$ cat config.mk
export PLATFORM = sky130hd
export DESIGN_NAME = mc_control_unit
export DESIGN_NICKNAME = d
export VERILOG_FILES = /design/src/rtl/mc_control_unit.sv
export SDC_FILE = /design/constraint.sdc
export NUM_CORES = 1
export LEC_CHECK = 0
export CORE_MARGIN = 4
export CORE_UTILIZATION = 30
export CTS_CLUSTER_SIZE = 30
export DETAILED_ROUTE_END_ITERATION = 7
export GPL_TIMING_DRIVEN = 0
export PLACE_DENSITY = 0.73
export SLEW_MARGIN = 20
export SYNTH_ARGS = -nofsm -noshare
export SYNTH_HDL_FRONTEND = slang
export SYNTH_SLANG_ARGS = --single-unit
$ cat constraint.sdc
create_clock -name clk -period 1.4 [get_ports clk]
set_input_delay 0.21 -clock clk [delete_from_list [all_inputs] [get_ports clk]]
set_output_delay 0.21 -clock clk [all_outputs]
set_load 0.01 [all_outputs]
$ cat src/rtl/mc_control_unit.sv
// mc_control_unit: multicycle control FSM (IF/ID/EX/MEM/WB) for a small MIPS-like subset.
// Optional feature: define MC_CU_PERF_EN to add cycle_cnt / instr_cnt performance counters.
module mc_control_unit #(
    parameter int ALUC_W = 3,
    parameter int CNT_W  = 32
) (
    input  logic              clk,
    input  logic              clrn,
    input  logic [5:0]        op,
    input  logic [5:0]        func,
    input  logic              rsrtequ,
    input  logic              imem_ready,
    input  logic              dmem_ready,
    output logic              imem_req,
    output logic              dmem_req,
    output logic              pcwrite,
    output logic              irwrite,
    output logic              wreg,
    output logic              wmem,
    output logic              m2reg,
    output logic              regrt,
    output logic              aluimm,
    output logic              sext,
    output logic [ALUC_W-1:0] aluc,
    output logic [1:0]        pcsource,
    output logic [2:0]        state,
    output logic              illegal
`ifdef MC_CU_PERF_EN
    ,
    output logic [CNT_W-1:0]  cycle_cnt,
    output logic [CNT_W-1:0]  instr_cnt
`endif
);
    localparam logic [5:0] OP_R    = 6'b000001;
    localparam logic [5:0] OP_ORI  = 6'b000010;
    localparam logic [5:0] OP_ADDI = 6'b000101;
    localparam logic [5:0] OP_LW   = 6'b001101;
    localparam logic [5:0] OP_SW   = 6'b001110;
    localparam logic [5:0] OP_BEQ  = 6'b001111;
    localparam logic [5:0] OP_J    = 6'b010010;

    typedef enum logic [2:0] {
        S_IF  = 3'd0,
        S_ID  = 3'd1,
        S_EX  = 3'd2,
        S_MEM = 3'd3,
        S_WB  = 3'd4
    } state_t;

    state_t st, nx;
    logic is_r, is_ori, is_addi, is_lw, is_sw, is_beq, is_j, legal;
    logic [ALUC_W-1:0] dec_aluc;
    logic unused_bits;

    assign is_r     = op == OP_R;
    assign is_ori   = op == OP_ORI;
    assign is_addi  = op == OP_ADDI;
    assign is_lw    = op == OP_LW;
    assign is_sw    = op == OP_SW;
    assign is_beq   = op == OP_BEQ;
    assign is_j     = op == OP_J;
    assign legal    = is_r | is_ori | is_addi | is_lw | is_sw | is_beq | is_j;
    assign dec_aluc = is_r ? ALUC_W'(func[2:0]) : is_ori ? ALUC_W'(3) : is_beq ? ALUC_W'(1) : '0;
    assign state    = st;
    // only func[2:0] selects the ALU operation; the upper bits are don't-care
    assign unused_bits = ^{func[5:3], CNT_W > 0};

    // next-state selection; ready strobes only matter in their own wait state
    always_comb begin
        case (st)
            S_IF:    nx = imem_ready ? S_ID : S_IF;
            S_ID:    nx = (is_j || !legal) ? S_IF : S_EX;
            S_EX:    nx = is_beq ? S_IF : (is_lw || is_sw) ? S_MEM : S_WB;
            S_MEM:   nx = dmem_ready ? (is_lw ? S_WB : S_IF) : S_MEM;
            S_WB:    nx = S_IF;
            default: nx = S_IF;
        endcase
    end

    // state register; reset parks the machine in IF at once
    always_ff @(posedge clk or negedge clrn) begin
        if (!clrn) st <= S_IF;
        else       st <= nx;
    end

    // strobes and selects from state and instruction fields, all forced low during reset
    always_comb begin
        imem_req = 1'b0;
        dmem_req = 1'b0;
        pcwrite  = 1'b0;
        irwrite  = 1'b0;
        wreg     = 1'b0;
        wmem     = 1'b0;
        m2reg    = 1'b0;
        regrt    = 1'b0;
        aluimm   = 1'b0;
        sext     = 1'b0;
        illegal  = 1'b0;
        aluc     = '0;
        pcsource = 2'b00;
        if (clrn) begin
            imem_req = st == S_IF;
            irwrite  = st == S_IF && imem_ready;
            pcwrite  = (st == S_IF && imem_ready) || (st == S_ID && is_j) || (st == S_EX && is_beq && rsrtequ);
            pcsource = (st == S_ID && is_j) ? 2'b11 : (st == S_EX && is_beq) ? 2'b01 : 2'b00;
            illegal  = st == S_ID && !legal;
            dmem_req = st == S_MEM;
            wmem     = st == S_MEM && is_sw;
            wreg     = st == S_WB;
            if (st != S_IF) begin
                aluc   = dec_aluc;
                aluimm = is_ori | is_addi | is_lw | is_sw;
                sext   = is_addi | is_lw | is_sw | is_beq;
                regrt  = is_ori | is_addi | is_lw;
                m2reg  = is_lw;
            end
        end
    end

`ifdef MC_CU_PERF_EN
    // free-running cycle counter and fetched-instruction counter, both wrapping
    always_ff @(posedge clk or negedge clrn) begin
        if (!clrn) begin
            cycle_cnt <= '0;
            instr_cnt <= '0;
        end else begin
            cycle_cnt <= cycle_cnt + CNT_W'(1);
            if (st == S_IF && imem_ready) instr_cnt <= instr_cnt + CNT_W'(1);
        end
    end
`endif
endmodule
==> results of run 1 <==
[layout make-up]
class / count / area, µm²
clock buffers: 4 / 26.3
plain buffers: 5 / 50.0
multi-input cells: 56 / 507
fillers: 128 / 439
inverters: 2 / 7.51
well taps: 16 / 20.0
repair buffers: 53 / 414
flip-flops and latches: 3 / 77.6
[Yosys cell counts]
master	number	area share, %
nor2_1	8	6.0
a21oi_1	5	5.0
nand2_1	5	3.8
o21ai_0	4	4.0
and2_1	3	3.8
dfrtp_1	3	15
nand2b_1	3	3.8
nor3_1	3	3.0
and3_1	2	2.5
buf_2	2	2.0
buf_6	2	4.5
inv_1	2	1.5
nand3_1	2	2.0
nor4_4	2	8.5
a211o_1	1	1.8
a21o_2	1	1.8
a41o_1	1	2.0
and2b_1	1	1.5
and4b_2	1	2.3
and4bb_2	1	2.5
clkbuf_2	1	1.0
nand4_1	1	1.3
nand4b_1	1	1.8
nor2b_1	1	1.3
nor3_2	1	2.0
nor3b_1	1	1.5
nor4_1	1	1.3
nor4_2	1	2.5
o211a_1	1	2.0
o22a_1	1	1.8
o22ai_1	1	1.3
o32ai_1	1	1.8
or2_1	1	1.3
or4b_1	1	2.0
[power by group through the flow]
stage	clock [mW]	sequential [mW]	combinational (mW)
4_1_cts	0.157	0.0981	0.263
3_5_place_dp	0	0.101	0.196
6_report	0.191	0.0982	0.309
2_1_floorplan	0	0.103	0.105
5_1_grt	0.199	0.0986	0.329
3_3_place_gp	0	0.101	0.193
[per-stage QoR]
stage | hold slack (ns) | cell area [µm²] | setup TNS (ns) | worst slack [ns] | util [%]
2_1_floorplan | -0.0856 | 532 | -1.29 | -0.187 | -
3_5_place_dp | 0.488 | 852 | -14.73 | -1.15 | 55.3
6_report | -0.00260 | 1100 | -5.90 | -0.522 | 71.5
3_3_place_gp | 0.480 | 852 | -14.38 | -1.12 | 55.3
5_1_grt | 0.0138 | 1100 | -6.95 | -0.596 | 71.5
4_1_cts | 0.00895 | 1030 | -4.33 | -0.480 | 67.0
[how the worst min path moves through the flow]
| stage | end | depth (start not counted) | slack [ns] |
|---|---|---|---|
| after floorplan | state[0] | 0 | -0.09 |
| after global placement | state[0] | 1 | 0.48 |
| after detailed placement | state[0] | 1 | 0.49 |
| after CTS | state[2] | 1 | 0.009 |
| after global routing | state[2] | 1 | 0.01 |
| final | state[2] | 1 | -0.003 |
[metal layers]
metal  global-route usage [%]  wire length (µm)  up-vias  part of all wire, %
met4                     9.87                59        0                  2.5
met3                     6.13               209        6                  8.9
li1                         -                 -      360                    -
met5                        0                 0        -                    0
met2                     33.5              1280       52                   54
met1                     19.6               806      364                   34
[cells by family after synthesis]
kind of cell,count (synthesis),share of synthesized area [%]
and+or+nand+nor,40,54.5
buffers and inverters,7,9.04
AOI/OAI and AO/OA,16,21.4
DFF,3,15.1
[timing repair]
item                                    in CTS  in global routing
endpoints found under the setup margin      20                 16
pin swaps                                   10                  7
buffers inserted                            21                  3
hold endpoints to repair                     0                  0
gates resized for setup                     97                 15
[worst max-delay path, cell delays in order (launching register included)]
cell      delay (ns)
dfrtp_1         0.38
buf_6           0.12
buf_4           0.13
buf_6           0.12
nand2b_4        0.16
nor3_4          0.16
and2_4          0.18
a211o_1         0.08
buf_2           0.12
==> summary.md, run 1 <==
| Metric | Value |
|---|---|
| Most common cell after layout, fill and taps aside | `buf_4` |
| Worst R2R End | `state[2]` |
| Vias in the first global route | `754` |
| Initial Util | `about 32%` |
| Period utilisation layout | `137%` |
| CP Launch Type | `flop` |
| CTS Hold Bufs | `0` |
| Slew Viols, Final | `0` |
| Clock power share | `31.9%` |
| Clock latency on the worst-skew pair | `0.27 ns` |
| H-tree Lvls | `1` |
| Worst Setup End Kind | `output port` |
| Worst Setup SP | `state[0]` |
| Total number of vias | `roughly 780` |
| Cell area after synthesis | `~500 µm²` |
| Sequential area share after synthesis | `around 15%` |
| Hold Path Class | `in -> async` |
| Max-cap violations | `0` |
| Nets | `141` |
| Setup CP Type | `reg -> out` |
| Die area | `2380 µm²` |
| Synth warn | `0` |
| Global-route wire length before repair | `approximately 3600 µm` |
| Min Tclk post-route | `about 1.9 ns` |
| Worst-path clk slew | `0.05 ns` |
| Layout area overhead | `121%` |
| Slew @ Worst Pin | `around 0.46 ns` |
| Worst path required time | `about 1.2 ns` |
| Flop-to-flop setup slack | `~0.030 ns` |
| Largest net degree at the start of global routing | `10` |
| Tot Pwr | `approximately 0.60 mW` |
| Global route total overflow | `0` |
| Reg-to-Reg Start | `state[0]` |
| Core Rows | `14` |
| Number of distinct library cells after synthesis | `34` |
| Cells on worst reg2reg path | `7` |
| Critical Path AT | `1.71 ns` |
| Die width | `just under 50 µm` |
| Failing checks | `negative hold slack, negative setup slack` |
| Post-Layout Cell Count | `139` |
| CTS root buf | `clkbuf_4` |
| Pint | `around 0.37 mW` |
| Number of diodes | `0` |
| GRT Total Usage | `approximately a fifth` |
| Cts bufs inserted | `3` |
| Number of port buffers | `30` |
| Status | `finished, violations left` |
| Final Skew | `~0.0086 ns` |
| Sw Ratio | `38.2%` |
| Core Area | `between 1500 and 2000 µm²` |
| Number of cells produced by synthesis | `66` |
| Vert. Die Dim | `slightly below 50 µm` |
| DRT antenna net count | `0` |
| CP max FO | `3` |
| Combinational share of power | `around half` |
| Wire per inst | `16.9 µm` |
| Pwr dens | `about 540 nW/µm²` |
| DR DRC count | `0` |
| Placer's final routability congestion estimate | `0.803` |
| P_sw | `~0.23 mW` |
| End of the critical path | `pcwrite` |
| Syn nets | `83` |
| Max VDD drop | `between 0.0004 and 0.0005 V` |
| Routed WL | `2350 µm` |
| Syn Area/Cell | `about 7.5 µm²` |
| Flop pwr share | `between 15 and 20%` |
| First-pass DRT Iterations | `4` |
| Post-synthesis register bit count | `3` |
| Clk buf depth | `2` |
| Number of top-level pins | `36` |
| Post-DR vias/cell | `approximately 5.6` |
| Fin worst setup slack | `-0.522 ns` |
| Ratio of cells with drive above 1 in the final layout | `64.2%` |
| Leak | `~0.54 nW` |
| Max FFs per register | `3` |
| Final setup viols | `16` |
| Peak Freq | `between 0.5 and 0.6 GHz` |
| Commonest non-fill, non-tap cells in the layout | `buf_4 (19), buf_2 (14), buf_6 (13)` |
| CTS sink cnt | `3` |
| Unrepaired setup endpoints after global routing | `yes` |
| Placed Cells | `112` |
| Final hold violations | `1` |
| Drt initial violations | `23` |
| Initial antenna violation count | `0` |
| Hold_ws | `-0.00260 ns` |
| TritonCTS clock tree | `done` |
| Slew headroom | `69.0%` |
| Detailed Place HPWL | `roughly 1300 µm` |
(Power assumes the default switching activity.)
==> run 2, diff against run 1 <==
- CAP_MARGIN: not set -> 30
- TNS_END_PERCENT: not set -> 10
==> run 2 against run 1 <==
Against the previous run:
- the run ends with negative setup slack left
- combinational power shrank 26%
- count of clock-buffer cells in the layout did not move
- sequential power down 0.7%
- first-iteration DRC count decreased by 65%
- wire length is 18% lower
- maximum frequency increased by 2.9%
- worst hold slack better by 0.0076 ns
- via count fell by 11%
- power fell by 19%
- critical endpoint is now aluc[2]
- largest cell class unchanged
- highest routed layer unchanged
==> summary.md, run 2 (synthesized netlist as in run 1, its figures left out) <==
| Metric | Value |
|---|---|
| Status | `finished, violations left` |
| Failing checks | `negative setup slack` |
| Hold_ws | `0.00495 ns (+0.00756 ns)` |
| Number of port buffers | `30 (unchanged)` |
| Slew Viols, Final | `0 (unchanged)` |
| Worst-path clk slew | `0.04 ns (about the same)` |
| GRT Total Usage | `16.9% (-2.1 points)` |
| Die area | `2380 µm² (unchanged)` |
| Post-Layout Cell Count | `126 (-9.4%)` |
| Sum Neg Setup Slack | `-4.60 ns (+1.30 ns)` |
| Global route total overflow | `0 (unchanged)` |
| Final hold violations | `0 (-1)` |
| Finished Cell Area | `957 µm² (-13%)` |
| Number of top-level pins | `36 (unchanged)` |
| Unrepaired setup endpoints after global routing | `yes` |
| Setup CP Type | `reg -> out` |
| Critical Path AT | `1.66 ns (-0.05 ns)` |
| Max-cap violations | `0 (unchanged)` |
| Ratio of cells with drive above 1 in the final layout | `53.6% (-11 points)` |
| Final Util | `62.1% (-9.4 points)` |
| Placer's final routability congestion estimate | `0.779 (-3.1%)` |
| CP Launch Type | `flop` |
| H-tree Lvls | `1 (unchanged)` |
| Pwr dens | `505 nW/µm² (-6.9%)` |
| Initial Util | `32.3% (unchanged)` |
| Hold Path Class | `in -> async` |
| Number of diodes | `0 (unchanged)` |
| Routed WL | `1930 µm (-18%)` |
| Largest net degree at the start of global routing | `10 (unchanged)` |
| Fin worst setup slack | `-0.468 ns (+0.0545 ns)` |
| Placed Cells | `112 (unchanged)` |
| Placed instance area | `845 µm² (-0.88%)` |
| Global-route wire length before repair | `3170 µm (-12%)` |
| Wire per inst | `15.3 µm (-9.5%)` |
| CP max FO | `6 (+3)` |
| Drt initial violations | `8 (-65%)` |
| Vias in the first global route | `665 (-12%)` |
| Initial antenna violation count | `0 (unchanged)` |
| Max VDD drop | `0.000399 V (-16%)` |
| Clk buf depth | `2 (unchanged)` |
| First-pass DRT Iterations | `4 (unchanged)` |
| Worst Setup End Kind | `output port` |
| Pre-CTS setup slack | `-1.13 ns (+0.0161 ns)` |
| Slew @ Worst Pin | `0.452 ns (-0.0123 ns)` |
| CTS sink cnt | `3 (unchanged)` |
| Nets | `128 (-9.2%)` |
| Detailed Place HPWL | `1220 µm (-4.4%)` |
| TritonCTS clock tree | `done` |
| Core Rows | `14 (unchanged)` |
| Min Tclk post-route | `1.87 ns (-0.0545 ns)` |
| Flop-to-flop setup slack | `0.12 ns (+0.09 ns)` |
| Final Skew | `0.00441 ns (-0.00422 ns)` |
| Clock latency on the worst-skew pair | `0.24 ns (-0.03 ns)` |
| Period utilisation layout | `133% (-3.9 points)` |
| DRT antenna net count | `0 (unchanged)` |
| Peak Freq | `0.535 GHz (+2.9%)` |
| Core Area | `1540 µm² (unchanged)` |
| Most common cell after layout, fill and taps aside | `buf_2` |
| Max FFs per register | `3 (unchanged)` |
| Tot Pwr | `0.483 mW (-19%)` |
| Die width | `48.7 µm (unchanged)` |
| DR DRC count | `0 (unchanged)` |
| Leak | `0.459 nW (-15%)` |
| Commonest non-fill, non-tap cells in the layout | `buf_2 (11), buf_4 (9), clkdlybuf4s50_1 (7)` |
| Total number of vias | `695 (-11%)` |
| # fillers | `149 (+16%)` |
| Worst path required time | `1.19 ns (about the same)` |
| CTS root buf | `clkbuf_4` |
| Vert. Die Dim | `48.7 µm (unchanged)` |
| Final setup viols | `15 (-1)` |
| Slew headroom | `69.8% (+0.76 points)` |
| Post-DR vias/cell | `5.52 (-2.0%)` |
| Layout area overhead | `92.2%` |
| Cts bufs inserted | `3 (unchanged)` |
[run 2: cell count changes in the layout (fill, tap and decap cells not counted), sizes merged]
cell,before,now
dlygate4sd2,4,3
clkdlybuf4s50,6,7
clkbuf,6,7
dlymetal6s2s,0,1
clkdlybuf4s15,0,5
buf,46,26
[run 2: layer usage]
layer,routed length [µm],track usage [%],vias up
met5,0,0,-
met4,29,8.52,0
met2,1010,28.0,28
met3,132,4.60,3
met1,756,19.6,328
li1,-,-,336
[run 2: path summary, 6_finish.rpt]
path / cells past startpoint / startpoint / to
max: 6 / state[0] / aluc[2]
min: 1 / clrn / state[1]
max reg2reg: 5 / state[1] / state[1]
min reg2reg: 2 / state[2] / state[2]
max in group asynchronous: 1 / clrn / state[2]
min in group clk: 3 / op[1] / state[2]
[run 2: repair_timing]
| item | CTS | global route |
|---|---|---|
| setup endpoints to repair | 20 | 19 |
| hold endpoints to repair | 3 | 0 |
| pin swaps | 9 | 2 |
| buffers inserted | 10 | 0 |
| resized for setup | 76 | 9 |
[run 2: area by class of cell]
type	count	area (µm²)	area share, %
buffer	5	50.0	5.23
inverter	2	7.51	0.784
tap	16	20.0	2.09
timing repair buffer	40	328	34.2
multi-input combinational	56	448	46.8
clock buffer	4	26.3	2.75
sequential	3	77.6	8.10
[run 2: power by group]
group | internal, mW | switching, mW | leakage (nW)
Combinational | 0.117 | 0.111 | 0.407
Sequential | 0.0928 | 0.00466 | 0.0370
Clock | 0.107 | 0.0503 | 0.0150
Total | 0.317 | 0.166 | 0.459
[run 2: critical path, stage by stage (launching register included)]
cell     delay (ns)
dfrtp_1        0.34
buf_6          0.11
nor3_2         0.04
or4b_1         0.48
buf_6          0.16
nor4_4         0.12
buf_2          0.17
==> run 3, diff against run 2 <==
- CTS_CLUSTER_SIZE: 30 -> not set
- GPL_TIMING_DRIVEN: 0 -> 1
==> run 3 against run 2 <==
Against the previous run:
- sequential share of layout area is 0.71 points lower
- non-clock buffer count is 12 higher
- power is 6.4% higher
- largest cell class unchanged
- critical path depth is 2 lower
- register-to-register slack worse by 0.12 ns
- the flow still finishes with violations (negative setup slack)
- cell area is 7.8% higher
==> summary.md, run 3 (synthesized netlist as in run 1, its figures left out) <==
| Metric | Value |
|---|---|
| First-pass DRT Iterations | `4 (unchanged)` |
| GR Util met2 | `32.8% (+4.8 points)` |
| Grt peak-use layer | `met2` |
| Final Util | `67.0% (+4.9 points)` |
| Worst path required time | `1.19 ns (about the same)` |
| CTS sink cnt | `3 (unchanged)` |
| Total number of vias | `711 (+2.3%)` |
| Sum Neg Setup Slack | `-3.66 ns (+0.940 ns)` |
| Flop-to-flop setup slack | `0 ns (-0.12 ns)` |
| Max-cap violations | `0 (unchanged)` |
| Initial antenna violation count | `0 (unchanged)` |
| Cts bufs inserted | `3 (unchanged)` |
| Global-route wire length before repair | `3370 µm (+6.3%)` |
| Clock latency on the worst-skew pair | `0.24 ns (about the same)` |
| Drt initial violations | `24 (+16)` |
| Leak | `0.512 nW (+11%)` |
| CTS Hold Bufs | `0` |
| Routed WL | `2050 µm (+6.3%)` |
| Nets | `140 (+9.4%)` |
| Most common cell after layout, fill and taps aside | `buf_4` |
| Grt met3 use | `2.15% (-2.5 points)` |
| Largest net degree at the start of global routing | `11 (+1)` |
| Wire per inst | `14.8 µm (-3.0%)` |
| Slew headroom | `70.6% (+0.77 points)` |
| Vias in the first global route | `756 (+14%)` |
| DR DRC count | `0 (unchanged)` |
| Pwr dens | `498 nW/µm² (-1.3%)` |
| Ratio of cells with drive above 1 in the final layout | `60.7% (+7.0 points)` |
| Hold Path Class | `in -> async` |
| Commonest non-fill, non-tap cells in the layout | `buf_4 (22), buf_2 (15), clkdlybuf4s50_1 (6)` |
| Failing checks | `negative setup slack` |
| CP max FO | `6 (unchanged)` |
| Setup CP Type | `reg -> out` |
| Period utilisation layout | `124% (-9.7 points)` |
| Number of top-level pins | `36 (unchanged)` |
| CTS root buf | `clkbuf_4` |
| Core Rows | `14 (unchanged)` |
| Worst-path clk slew | `0.04 ns (about the same)` |
| Reg-to-Reg Start | `state[2]` |
| Slew Viols, Final | `0 (unchanged)` |
| End of the critical path | `aluc[1]` |
| Core Area | `1540 µm² (unchanged)` |
| CP Launch Type | `flop` |
| Status | `finished, violations left` |
| Slew @ Worst Pin | `0.440 ns (-0.0119 ns)` |
| Detailed Place HPWL | `1520 µm (+25%)` |
| DRT antenna net count | `0 (unchanged)` |
| Global route total overflow | `0 (unchanged)` |
| Post-DR vias/cell | `5.15 (-6.6%)` |
| Placer's final routability congestion estimate | `0.811 (+4.2%)` |
| Peak Freq | `0.577 GHz (+7.8%)` |
| Fin worst setup slack | `-0.333 ns (+0.135 ns)` |
| Layout area overhead | `107%` |
| Max FFs per register | `3 (unchanged)` |
| Final setup viols | `17 (+2)` |
| Number of port buffers | `32 (+6.7%)` |
| Die width | `48.7 µm (unchanged)` |
| Vert. Die Dim | `48.7 µm (unchanged)` |
| Tot Pwr | `0.514 mW (+6.4%)` |
| Worst Setup SP | `state[0]` |
| Unrepaired setup endpoints after global routing | `yes` |
| GRT Total Usage | `17.2% (+0.27 points)` |
| # fillers | `132 (-11%)` |
| Worst Setup End Kind | `output port` |
| TritonCTS clock tree | `done` |
| Hold_ws | `0.0200 ns (+0.0151 ns)` |
| Max VDD drop | `0.000354 V (-11%)` |
| Number of diodes | `0 (unchanged)` |
| Final hold violations | `0 (unchanged)` |
| Cells on worst reg2reg path | `5 (unchanged)` |
| H-tree Lvls | `1 (unchanged)` |
| Clk buf depth | `2 (unchanged)` |
| Critical Path AT | `1.52 ns (-0.14 ns)` |
| Min Tclk post-route | `1.73 ns (-0.135 ns)` |
| Worst R2R End | `state[0]` |
| GR Util met1 | `19.7% (+0.073 points)` |
| Initial Util | `32.3% (unchanged)` |
| Final Skew | `0.00571 ns (+0.00130 ns)` |
| Die area | `2380 µm² (unchanged)` |
-- run 3: changes by cell type in the layout (fill, tap and decap cells not counted), sizes merged --
cell and change:
clkbuf +1, dlymetal6s2s -1, clkdlybuf4s15 -3, clkdlybuf4s50 -1, buf +16
-- run 3: stage by stage --
step           area (µm²)  instances  setup WS, ns
6_report             1030        138        -0.333
5_1_grt              1030        138        -0.413
4_1_cts              1040        139        -0.384
3_5_place_dp          993        132        -0.923
3_3_place_gp          993        132        -0.860
2_1_floorplan         524         66        -0.190
-- run 3: cell type report --
type	count	area, µm²	share of cell area, %
inverter	2	7.51	0.727
clock buffer	4	26.3	2.55
tap	16	20.0	1.94
timing repair buffer	57	424	41.1
multi-input combinational	56	478	46.3
sequential	3	76.3	7.39
-- run 3: repair_timing --
item | 4_1_cts | 5_1_grt
endpoints found under the setup margin | 21 | 17
pin swaps | 7 | 4
resized for setup | 96 | 13
gates cloned | 0 | 0
setup buffers | 3 | 0
endpoints found under the hold margin | 0 | 0
-- run 3: report_power, final --
group | leakage [nW] | internal (mW) | switching (mW) | total, mW
clock network | 0.0150 | 0.107 | 0.0523 | 0.160
registers | 0.0386 | 0.0926 | 0.00390 | 0.0965
logic | 0.458 | 0.136 | 0.122 | 0.258
total | 0.512 | 0.336 | 0.178 | 0.514
-- run 3: worst min-delay path by stage --
stage / startpoint / cells past startpoint / slack [ns] / to
floorplan: clrn / 0 / -0.09 / state[0]
global placement: clrn / 2 / 0.53 / state[0]
detailed placement: clrn / 2 / 0.53 / state[0]
CTS: clrn / 2 / 0.03 / state[0]
global route: clrn / 2 / 0.03 / state[0]
finish: clrn / 2 / 0.02 / state[0]
-- run 3: layer usage --
metal	part of all wire, %	routed length [µm]
met2	53	1090
met5	0	0
met1	40	826
met4	0.49	10
met3	6.0	122
-- run 3: critical path, stage by stage, from the launching register on --
cell,delay [ns]
dfrtp_1,0.36
nor3_2,0.05
or4b_4,0.56
nor4_4,0.15
buf_2,0.16
